File: config.mk
export PLATFORM = sky130hd
export DESIGN_NAME = seq_divider
export DESIGN_NICKNAME = d
export VERILOG_FILES = /design/src/rtl/seq_divider.sv
export SDC_FILE = /design/constraint.sdc
export NUM_CORES = 1
export LEC_CHECK = 0
export CORE_MARGIN = 2
export CORE_UTILIZATION = 45
export DETAILED_ROUTE_END_ITERATION = 6
export DONT_BUFFER_PORTS = 1
export GPL_ROUTABILITY_DRIVEN = 0
export PLACE_DENSITY = 0.61
export SLEW_MARGIN = 15
export SYNTH_ARGS = -nofsm -noshare
export SYNTH_HDL_FRONTEND = slang
export SYNTH_SLANG_ARGS = --single-unit
File: constraint.sdc
create_clock -name clk -period 4.8 [get_ports clk]
set_input_delay 0.72 -clock clk [delete_from_list [all_inputs] [get_ports clk]]
set_output_delay 0.72 -clock clk [all_outputs]
set_load 0.01 [all_outputs]
File: src/rtl/seq_divider.sv
// Iterative unsigned restoring divider: one quotient bit per clock, MSB first.
// Valid/ready handshakes on operand and result sides; results are held in DONE until taken.
module seq_divider #(
    parameter int WN = 36,
    parameter int WD = 18
) (
    input  logic          clk,
    input  logic          rst,
    input  logic          in_valid,
    output logic          in_ready,
    input  logic [WN-1:0] dividend,
    input  logic [WD-1:0] divisor,
    output logic          out_valid,
    input  logic          out_ready,
    output logic [WN-1:0] quotient,
    output logic [WD-1:0] remainder,
    output logic          div_by_zero
);

    localparam int CW = (WN > 1) ? $clog2(WN) : 1;
    localparam logic [CW-1:0] CNT_LAST  = {CW{1'b0}};
    localparam logic [CW-1:0] CNT_START = CW'(WN - 1);
    localparam logic [CW-1:0] CNT_STEP  = CW'(1);

    typedef enum logic [1:0] {
        S_IDLE = 2'd0,
        S_CALC = 2'd1,
        S_DONE = 2'd2
    } state_t;

    state_t        r_state;
    logic [CW-1:0] r_cnt;
    logic [WD-1:0] r_divisor;
    logic [WN-1:0] r_work;
    logic [WD:0]   r_rem;
    logic          r_in_ready;
    logic          r_out_valid;
    logic [WN-1:0] r_quotient;
    logic [WD-1:0] r_remainder;
    logic          r_dbz;

    logic [WD+1:0] w_shift;
    logic [WD:0]   w_div_ext;
    logic          w_ge;
    logic [WD:0]   w_diff;
    logic [WD:0]   w_rem_next;
    logic [WN-1:0] w_work_next;
    logic          w_div_zero;

    // One restoring step: shift the next dividend bit into the partial remainder and trial-subtract.
    // r_work doubles as the dividend shifter and the quotient accumulator.
    assign w_shift     = {r_rem, r_work[WN-1]};
    assign w_div_ext   = {1'b0, r_divisor};
    assign w_ge        = (w_shift >= {1'b0, w_div_ext});
    assign w_diff      = w_shift[WD:0] - w_div_ext;
    assign w_rem_next  = w_ge ? w_diff : w_shift[WD:0];
    assign w_work_next = {r_work[WN-2:0], w_ge};
    assign w_div_zero  = (divisor == {WD{1'b0}});

    assign in_ready    = r_in_ready;
    assign out_valid   = r_out_valid;
    assign quotient    = r_quotient;
    assign remainder   = r_remainder;
    assign div_by_zero = r_dbz;

    // Control FSM, iteration datapath and registered result/handshake outputs.
    always_ff @(posedge clk) begin
        if (rst) begin
            r_state     <= S_IDLE;
            r_cnt       <= CNT_LAST;
            r_divisor   <= {WD{1'b0}};
            r_work      <= {WN{1'b0}};
            r_rem       <= {(WD+1){1'b0}};
            r_in_ready  <= 1'b1;
            r_out_valid <= 1'b0;
            r_quotient  <= {WN{1'b0}};
            r_remainder <= {WD{1'b0}};
            r_dbz       <= 1'b0;
        end else begin
            case (r_state)
                S_IDLE: begin
                    if (in_valid && r_in_ready) begin
                        r_divisor  <= divisor;
                        r_work     <= dividend;
                        r_rem      <= {(WD+1){1'b0}};
                        r_in_ready <= 1'b0;
                        if (w_div_zero) begin
                            // Zero divisor skips the loop and reports a saturated quotient.
                            r_state     <= S_DONE;
                            r_out_valid <= 1'b1;
                            r_quotient  <= {WN{1'b1}};
                            r_remainder <= dividend[WD-1:0];
                            r_dbz       <= 1'b1;
                        end else begin
                            r_state <= S_CALC;
                            r_cnt   <= CNT_START;
                        end
                    end
                end
                S_CALC: begin
                    r_work <= w_work_next;
                    r_rem  <= w_rem_next;
                    if (r_cnt == CNT_LAST) begin
                        r_state     <= S_DONE;
                        r_out_valid <= 1'b1;
                        r_quotient  <= w_work_next;
                        r_remainder <= w_rem_next[WD-1:0];
                        r_dbz       <= 1'b0;
                    end else begin
                        r_cnt <= r_cnt - CNT_STEP;
                    end
                end
                S_DONE: begin
                    if (out_ready) begin
                        r_state     <= S_IDLE;
                        r_out_valid <= 1'b0;
                        r_in_ready  <= 1'b1;
                    end
                end
                default: begin
                    r_state     <= S_IDLE;
                    r_out_valid <= 1'b0;
                    r_in_ready  <= 1'b1;
                end
            endcase
        end
    end

endmodule
**Word-level counts from Yosys, hierarchy flattened**

Cells that the tools add are included.
W data, S select, Z words.

- Flip-flop bits (word level): 138
- Input bits: 58
- Output and inout port bits: 57
- Logic and storage cells: 66

- $add $sub $neg: 2
- Magnitude comparators: 1
- Equal/unequal tests: 8
- Muxes and demuxes: 32
- Bitwise operators: 1
- Reductions and logical operators: 12

Operator list:

| operator | count |
|---|---|
| $mux W36 | 4 |
| $pmux W36 S2 | 2 |
| $mux W18 | 3 |
| $mux W19 | 2 |
| $pmux W19 S2 | 1 |
| $pmux W18 S2 | 1 |
| $ge A20 B18 Y1 | 1 |
| $sub A19 B18 Y19 | 1 |
| $logic_not A18 Y1 | 1 |
| $mux W6 | 3 |
| $ne A2 B2 Y1 const B | 6 |
| $pmux W6 S2 | 1 |
| $reduce_and A4 Y1 | 3 |
| $mux W2 | 4 |
| $mux W1 | 7 |
| $logic_not A6 Y1 | 1 |
| $pmux W1 S3 | 2 |
| $pmux W2 S3 | 1 |
| $reduce_and A3 Y1 | 2 |
| $sub A6 B1 Y6 const B | 1 |
| $reduce_and A2 Y1 | 2 |
| $eq A2 B1 Y1 const B | 1 |
| $eq A2 B2 Y1 const B | 1 |
| $logic_not A2 Y1 | 1 |
| other kinds (4) | 4 |

**Longest topological paths before layout**

Gate-level depths: netlist (run 1).

- Depth in word-level cells: 4
- Gate-level depth with buffers: 11

**Worst setup path after synthesis (run 1)**

OpenSTA, ideal clock, no wires.

- Kind: reg2reg
- Start point: reg r_work[35]
- End point: reg r_rem[9]
- Data arrival time: 2.382 ns
- Required time: 4.668 ns
- Setup slack: 2.286 ns
- Stages on the path, launching flop included: 12
- Buffers on the path: 1
- Cells stage by stage: dfxtp_1 -> inv_1 -> ha_1 -> fa_1 -> nand2b_1 -> a211oi_1 -> o31a_1 -> a21oi_4 -> o21a_4 -> buf_4 -> a32oi_1 -> a21oi_1

- Cells in the longest elaborated chain, start to end: 3

RTL lines:

| what | RTL line | RTL |
|---|---|---|
| start, declared | 34 | `logic [WN-1:0] r_work;` |
| start signal, assigned | 72 | `r_work <= {WN{1'b0}};` |
| start signal, assigned | 84 | `r_work <= dividend;` |
| start signal, assigned | 101 | `r_work <= w_work_next;` |
| $sub A19 B18 Y19 or $ge A20 B18 Y1 (tied branches) | 55, 54 |  |
| $mux W19 (*) | 56 | `assign w_rem_next = w_ge ? w_diff : w_shift[WD:0];` |
| $pmux W19 S2 (*) | 80 | `case (r_state)` |
| end signal, assigned | 73 | `r_rem <= {(WD+1){1'b0}};` |
| end signal, assigned | 85 | `r_rem <= {(WD+1){1'b0}};` |
| end signal, assigned | 102 | `r_rem <= w_rem_next;` |
| end, declared | 35 | `logic [WD:0] r_rem;` |

Mark *: on every way between the ends. The rest lies on a longest branch, timed or not.
A chain may end at the register's enable or synchronous reset.

**Worst setup path in the final report (run 1)**

- Start point: reg r_cnt[2]
- End point: reg r_remainder[17], in the netlist remainder[17]

- Cells in the longest elaborated chain, start to end: 3

RTL lines:

| what | RTL line | RTL |
|---|---|---|
| start, declared | 32 | `logic [CW-1:0] r_cnt;` |
| start signal, assigned | 110 | `r_cnt <= r_cnt - CNT_STEP;` |
| $logic_not A6 Y1 | 103 | `if (r_cnt == CNT_LAST) begin` |
| $ne A2 B2 Y1 (no line) | n/a |  |
| $reduce_and A4 Y1 (no line) | n/a |  |
| end signal, assigned | 77 | `r_remainder <= {WD{1'b0}};` |
| end signal, assigned | 92 | `r_remainder <= dividend[WD-1:0];` |
| end signal, assigned | 107 | `r_remainder <= w_rem_next[WD-1:0];` |
| end, declared | 39 | `logic [WD-1:0] r_remainder;` |

Every way passes these cells.

==> impl_metrics.env, run 1 <==
export IMPL_cp_data_required_time_ps=5150
export IMPL_drc=0
export IMPL_switchingPower_mw=2.56
export IMPL_htreeDepth=4
export IMPL_status="completed"
export IMPL_cp_top_family="compound AO/OA/AOI/OAI gates"
export IMPL_synth_top_cells_by_area="dfxtp_1, nand2_1, nor2_1"
export IMPL_reg2reg_from="r_cnt[2]"
export IMPL_irDropWorstVdd_v=0.000439
export IMPL_reg2reg_slack_ps=1680
export IMPL_drive_gt1_share_pct=6.41
export IMPL_swShare_pct=45.0
export IMPL_viasPerCell=5.91
export IMPL_syn_inst=872
export IMPL_p_int_mw=3.13
export IMPL_area_delta_synth_final_pct=8.52
export IMPL_die_x_microns=128
export IMPL_num_fill_cells=1478
export IMPL_ys_types=64
export IMPL_slowest_stage="nor2_1"
export IMPL_cts_setup_buffers=0
export IMPL_seq_area_frac_synth_pct=40.2
export IMPL_maxSlewViolCount=0
export IMPL_syn_cell_area_sq_um=6870
export IMPL_hold_slack_ps=377
export IMPL_critPathCaptureType="flip-flop"
export IMPL_setup_viol=0
export IMPL_async_reset_ff_share_pct=0
export IMPL_synth_edf_count=0
export IMPL_path_cells="nor3_1 -> nand3b_1 -> nor2_1 -> o22a_2 -> o21ai_0 -> a221o_1 -> a31oi_1"
export IMPL_p_seq_share_pct=26.8
export IMPL_place_ws_ps=1520
export IMPL_dr_pass1_iters=5
export IMPL_via_count=6092
export IMPL_antenna_found_initial=0
export IMPL_max_slew_margin_rel_pct=28.3
export IMPL_cp_start_kind="flip-flop"
export IMPL_reg2reg_depth=7
export IMPL_grt_remaining_overflow=0
export IMPL_die_area_sq_um=16300
export IMPL_ctsHoldBuffers=0
export IMPL_r2r_end="remainder[17]"
export IMPL_multiInputGateArea_sq_um=3700
export IMPL_fin_crit_ps=3120
export IMPL_whs_path_depth=1
export IMPL_netlist_top_cells_count="nand2_1, dfxtp_1, nor2_1"
export IMPL_die_y_microns=128
export IMPL_finalHoldViolCount=0
export IMPL_leakagePower_nw=2.68
export IMPL_finalNetCount=909
export IMPL_rows=45
export IMPL_rsz0062_at_grt="no"
export IMPL_hpwl_microns=12800
export IMPL_antenna_cells=0
export IMPL_ioPinCount=115
export IMPL_path_max_fanout=38
export IMPL_slowest_delay_ps=720
export IMPL_cts_buffers=17
export IMPL_synth_nets=951
export IMPL_port_buffers=0
export IMPL_fin_cells=1031
export IMPL_initial_utilization_pct=45.5
export IMPL_wl_microns=18200
export IMPL_clock_fmax_mhz=320
export IMPL_cp_num_buf_inv=0
export IMPL_avgSynthCellArea_sq_um=7.88
export IMPL_share_comb_of_total_power_pct=50.3
export IMPL_core_area_sq_um=15100
export IMPL_clock_sinks=138
export IMPL_powerDensity_nw_per_um2=764
export IMPL_p_clk_share_pct=23.0
export IMPL_cts_resized=0
export IMPL_hold_path_end="out_valid"
export IMPL_wl_per_cell_microns=17.7
export IMPL_yosysMostFrequentCell="nand2_1"
export IMPL_cp_data_arrival_time_ps=3470
export IMPL_root_buffer="clkbuf_16"
export IMPL_ys_ff_latch=138
export IMPL_hold_class="primary input to flip-flop"
export IMPL_first_iter_violations=581
export IMPL_clk_path_buf_depth=2
export IMPL_fin_setup_tns_ps=0
export IMPL_postRouteAntennaNets=0
export IMPL_hp_start="rst"
export IMPL_worstMarginPinSlew_ps=1070
export IMPL_grt_max_degree=135
export IMPL_path_clk_slew_ps=60
export IMPL_synth_area_leader_cell="dfxtp_1"
export IMPL_cts_tree="yes"
export IMPL_place_inst=999
export IMPL_grt_pass1_wl_microns=30300
export IMPL_fin_worst_skew_ps=9.76
export IMPL_fin_crit_sh_pct=65.0
export IMPL_synth_ff_type="dfxtp_1"
export IMPL_grt_use_total_pct=22.9
export IMPL_drv_cap=0
export IMPL_setup_ws_ps=1680
export IMPL_synth_top_area_share_pct=40.2
export IMPL_seqCellArea_sq_um=2760
export IMPL_clkLatencyLatePin_ps=420
export IMPL_grt_pass1_vias=5940
export IMPL_yosys_warnings=0
export IMPL_path_class="flip-flop to flip-flop"
-- area by class of cell --
class | instances | area share, %
clock buffer | 20 | 6.12
sequential | 138 | 37.0
multi-input combinational | 639 | 49.6
tap | 188 | 3.15
inverter | 27 | 1.36
timing repair buffer | 7 | 0.872
clock inverter | 12 | 1.85
-- cells in the final DEF, fill, tap and decap left out, types with 3 or more instances in the layout --
cell type  count
o211ai_1       3
xor2_1         7
dfxtp_1      138
a31oi_1        3
o31ai_1        6
o21ai_0       21
ha_1          20
xnor2_1        5
a311oi_1      50
a32oi_1        5
o311ai_0       3
a21oi_1       65
nand2_1      153
clkbuf_16     17
nand2b_1       6
inv_6          3
nand3_1       31
nand4_1        5
nor4_1         7
nor2_1       125
inv_1         27
a211oi_1      48
and3_1         3
mux2i_1        4
buf_4          6
clkinv_4       3
o22ai_1        4
nor2b_1        5
nor3_1         7
o21a_1         5
or3_1         10
-- metal layers --
| layer | up-vias | GRT usage (%) | routed length [microns] | share of wire, % |
|---|---|---|---|---|
| met5 | - | 0 | 0 | 0 |
| met4 | 0 | 9.24 | 492 | 2.7 |
| met3 | 35 | 5.15 | 1150 | 6.3 |
| met2 | 188 | 37.1 | 8320 | 46 |
| met1 | 2821 | 29.7 | 8280 | 45 |
| li1 | 3048 | - | - | - |
-- through the flow --
stage	total power, mW	util (%)	cell area, sq um
after global placement	4.30	45.5	6860
after detailed placement	4.34	45.5	6860
after CTS	5.68	49.4	7460
final	5.70	49.4	7460
after floorplan	3.87	-	6870
after global routing	6.09	49.4	7460
-- how the worst max path moves through the flow --
stage	startpoint	cells after the start	slack, ps	end
2_1_floorplan	r_work[35]	11	2290	r_rem[9]
3_3_place_gp	divisor[4]	7	1610	remainder[17]
3_5_place_dp	divisor[4]	7	1520	remainder[17]
4_1_cts	r_cnt[2]	7	1700	remainder[17]
5_1_grt	r_cnt[2]	7	1340	remainder[17]
6_report	r_cnt[2]	7	1680	remainder[17]
-- worst register-to-register path: cells and delay by family (launching register included) --
kind | cells | cell delay (ps)
AO/OA/AOI/OAI | 4 | 1470
flip-flops | 1 | 330
AND/OR/NAND/NOR | 3 | 1260
-- flip-flops by register name, indices dropped and copies added (netlist names) --
name and cells:
quotient 36, r_work 36, r_rem 19, r_divisor 18, remainder 18, r_cnt 6
r_state 2, div_by_zero 1, in_ready 1, out_valid 1
-- power groups by stage --
| stage | clock [mW] | combinational [mW] | sequential [mW] |
|---|---|---|---|
| 3_5_place_dp | 0 | 2.80 | 1.54 |
| 6_report | 1.31 | 2.86 | 1.53 |
| 3_3_place_gp | 0 | 2.76 | 1.54 |
| 4_1_cts | 1.33 | 2.83 | 1.52 |
| 2_1_floorplan | 0 | 2.39 | 1.48 |
| 5_1_grt | 1.38 | 3.16 | 1.55 |
-- kinds of logic (layout without fill, tap and decap cells) --
kind of cell / after synthesis / count (layout) / share of synthesized area, %
adders and majority gates: 21 / 21 / 3.93
DFF: 138 / 138 / 40.2
and+or+nand+nor: 364 / 364 / 22.5
muxes: 4 / 4 / 0.583
xor gates and xnor gates: 12 / 12 / 1.53
buffers and inverters: 95 / 66 / 6.24
AOI/OAI and AO/OA: 238 / 238 / 25.0
Power figures use the tool's default switching activity.
==> inputs of run 2 (changes only) <==
--- a/config.mk
+++ b/config.mk
@@ -10,7 +10,7 @@
 export DETAILED_ROUTE_END_ITERATION = 6
 export DONT_BUFFER_PORTS = 1
 export GPL_ROUTABILITY_DRIVEN = 0
-export PLACE_DENSITY = 0.61
+export PLACE_DENSITY = 0.63
 export SLEW_MARGIN = 15
 export SYNTH_ARGS = -nofsm -noshare
 export SYNTH_HDL_FRONTEND = slang
==> constraint.sdc (replaced) <==
create_clock -name clk -period 2.8 [get_ports clk]
set_input_delay 0.42 -clock clk [delete_from_list [all_inputs] [get_ports clk]]
set_output_delay 0.42 -clock clk [all_outputs]
set_load 0.01 [all_outputs]
==> impl_metrics.env, run 2 (synthesis gave the netlist of run 1 again) <==
export IMPL_status="completed"
export IMPL_viasPerCell=5.97
export IMPL_port_buffers=0
export IMPL_grt_pass1_vias=5657
export IMPL_cts_tree="yes"
export IMPL_most_common_layout_cells="nand2_1, dfxtp_1, nor2_1"
export IMPL_hold_class="primary input to flip-flop"
export IMPL_grt_remaining_overflow=0
export IMPL_ioPinCount=115
export IMPL_path_max_fanout=9
export IMPL_die_y_microns=128
export IMPL_postRouteAntennaNets=0
export IMPL_antenna_found_initial=0
export IMPL_via_count=6228
export IMPL_dr_pass1_iters=5
export IMPL_fin_worst_skew_ps=11.9
export IMPL_die_area_sq_um=16300
export IMPL_fin_setup_tns_ps=0
export IMPL_drc=0
export IMPL_grt_max_degree=135
export IMPL_multiInputGateArea_sq_um=3720
export IMPL_cp_data_arrival_time_ps=2960
export IMPL_seqCellArea_sq_um=2760
export IMPL_clk_path_buf_depth=2
export IMPL_antenna_cells=0
export IMPL_setup_viol=0
export IMPL_maxSlewViolCount=0
export IMPL_p_int_mw=5.85
export IMPL_irDropWorstVdd_v=0.000933
export IMPL_swShare_pct=42.9
export IMPL_finalNetCount=922
export IMPL_max_slew_margin_rel_pct=50.1
export IMPL_clock_fmax_mhz=375
export IMPL_p_total_mw=10.3
export IMPL_worstMarginPinSlew_ps=748
export IMPL_critPathCaptureType="flip-flop"
export IMPL_hold_slack_ps=70.5
export IMPL_fin_crit_ps=2670
export IMPL_switchingPower_mw=4.40
export IMPL_rows=45
export IMPL_powerDensity_nw_per_um2=1340
export IMPL_final_util_pct=50.6
export IMPL_clock_sinks=138
export IMPL_cp_start_kind="flip-flop"
export IMPL_rsz0062_at_grt="no"
export IMPL_htreeDepth=4
export IMPL_die_x_microns=128
export IMPL_p_seq_share_pct=25.6
export IMPL_area_delta_synth_final_pct=11.1
export IMPL_wl_per_cell_microns=17.5
export IMPL_drv_cap=0
export IMPL_path_clk_slew_ps=60
export IMPL_cts_setup_buffers=0
export IMPL_drive_gt1_share_pct=8.53
export IMPL_initial_utilization_pct=45.5
export IMPL_grt_use_total_pct=22.4
export IMPL_clkLatencyLatePin_ps=420
export IMPL_path_class="flip-flop to flip-flop"
export IMPL_fin_crit_sh_pct=95.3
export IMPL_root_buffer="clkbuf_16"
export IMPL_hpwl_microns=13000
export IMPL_core_area_sq_um=15100
export IMPL_wl_microns=18300
export IMPL_cts_buffers=17
export IMPL_first_iter_violations=520
export IMPL_share_comb_of_total_power_pct=51.5
export IMPL_leakagePower_nw=2.77
export IMPL_num_fill_cells=1442
export IMPL_p_clk_share_pct=22.9
export IMPL_grt_pass1_wl_microns=29500
export IMPL_cp_data_required_time_ps=3090
export IMPL_layout_commonest_cell="nand2_1"
export IMPL_finalHoldViolCount=0
==> run 2: cell types whose count changed in the layout (fill, tap and decap cells not counted), moves of 2 or more <==
cell / previous run / this run
buf_4: 6 / 17
a21oi_2: 0 / 2
buf_12: 1 / 3
a21oi_1: 65 / 63
clkbuf_8: 2 / 4
inv_6: 3 / 1
==> run 2: path summary, 6_finish.rpt <==
| check | end | slack (ps) | cells after the start | startpoint |
|---|---|---|---|---|
| hold reg to reg | r_divisor[5] | 450 | 2 | r_divisor[5] |
| setup / recovery | remainder[1] | 130 | 9 | r_rem[5] |
| setup reg to reg | remainder[1] | 130 | 9 | r_rem[5] |
| hold / removal | out_valid | 70 | 1 | rst |
==> run 2: final cells by class <==
cell class | instances | area share, %
inverter | 27 | 1.33
sequential | 138 | 36.2
multi-input combinational | 639 | 48.8
tap | 188 | 3.08
timing repair buffer | 20 | 2.46
clock buffer | 22 | 6.34
clock inverter | 10 | 1.82
==> run 2: metal layers <==
layer	GRT usage (%)	wire length, microns
met1	30.5	8360
met2	35.7	8370
met3	5.65	1340
met4	5.95	185
met5	0	0
==> run 2: what timing repair did <==
item,4_1_cts,5_1_grt
hold buffers,0,0
hold endpoints to repair,0,0
resized for setup,0,8
endpoints found under the setup margin,0,22
==> run 2: critical path, stage by stage, from the launching register on <==
cell and delay (ps):
dfxtp_1 440, ha_1 370, a21oi_2 220, nand2_1 90, o31a_1 340, a21oi_4 300
buf_4 240, nor4_1 60, a311oi_1 360, a211oi_1 120
==> run 2: power by group through the flow <==
stage / logic (mW) / registers, mW / clock network [mW]
global route: 5.84 / 2.66 / 2.47
floorplan: 4.10 / 2.54 / 0
global placement: 5.07 / 2.65 / 0
finish: 5.28 / 2.63 / 2.35
detailed placement: 5.14 / 2.66 / 0
CTS: 5.17 / 2.62 / 2.38
==> run 2: stage by stage <==
stage	setup slack, ps	instances	cell area [sq um]
6_report	131	1044	7630
5_1_grt	16.9	1044	7630
4_1_cts	90.7	1044	7610
3_5_place_dp	95.5	1012	6990
3_3_place_gp	181	1012	6990
2_1_floorplan	286	872	6870
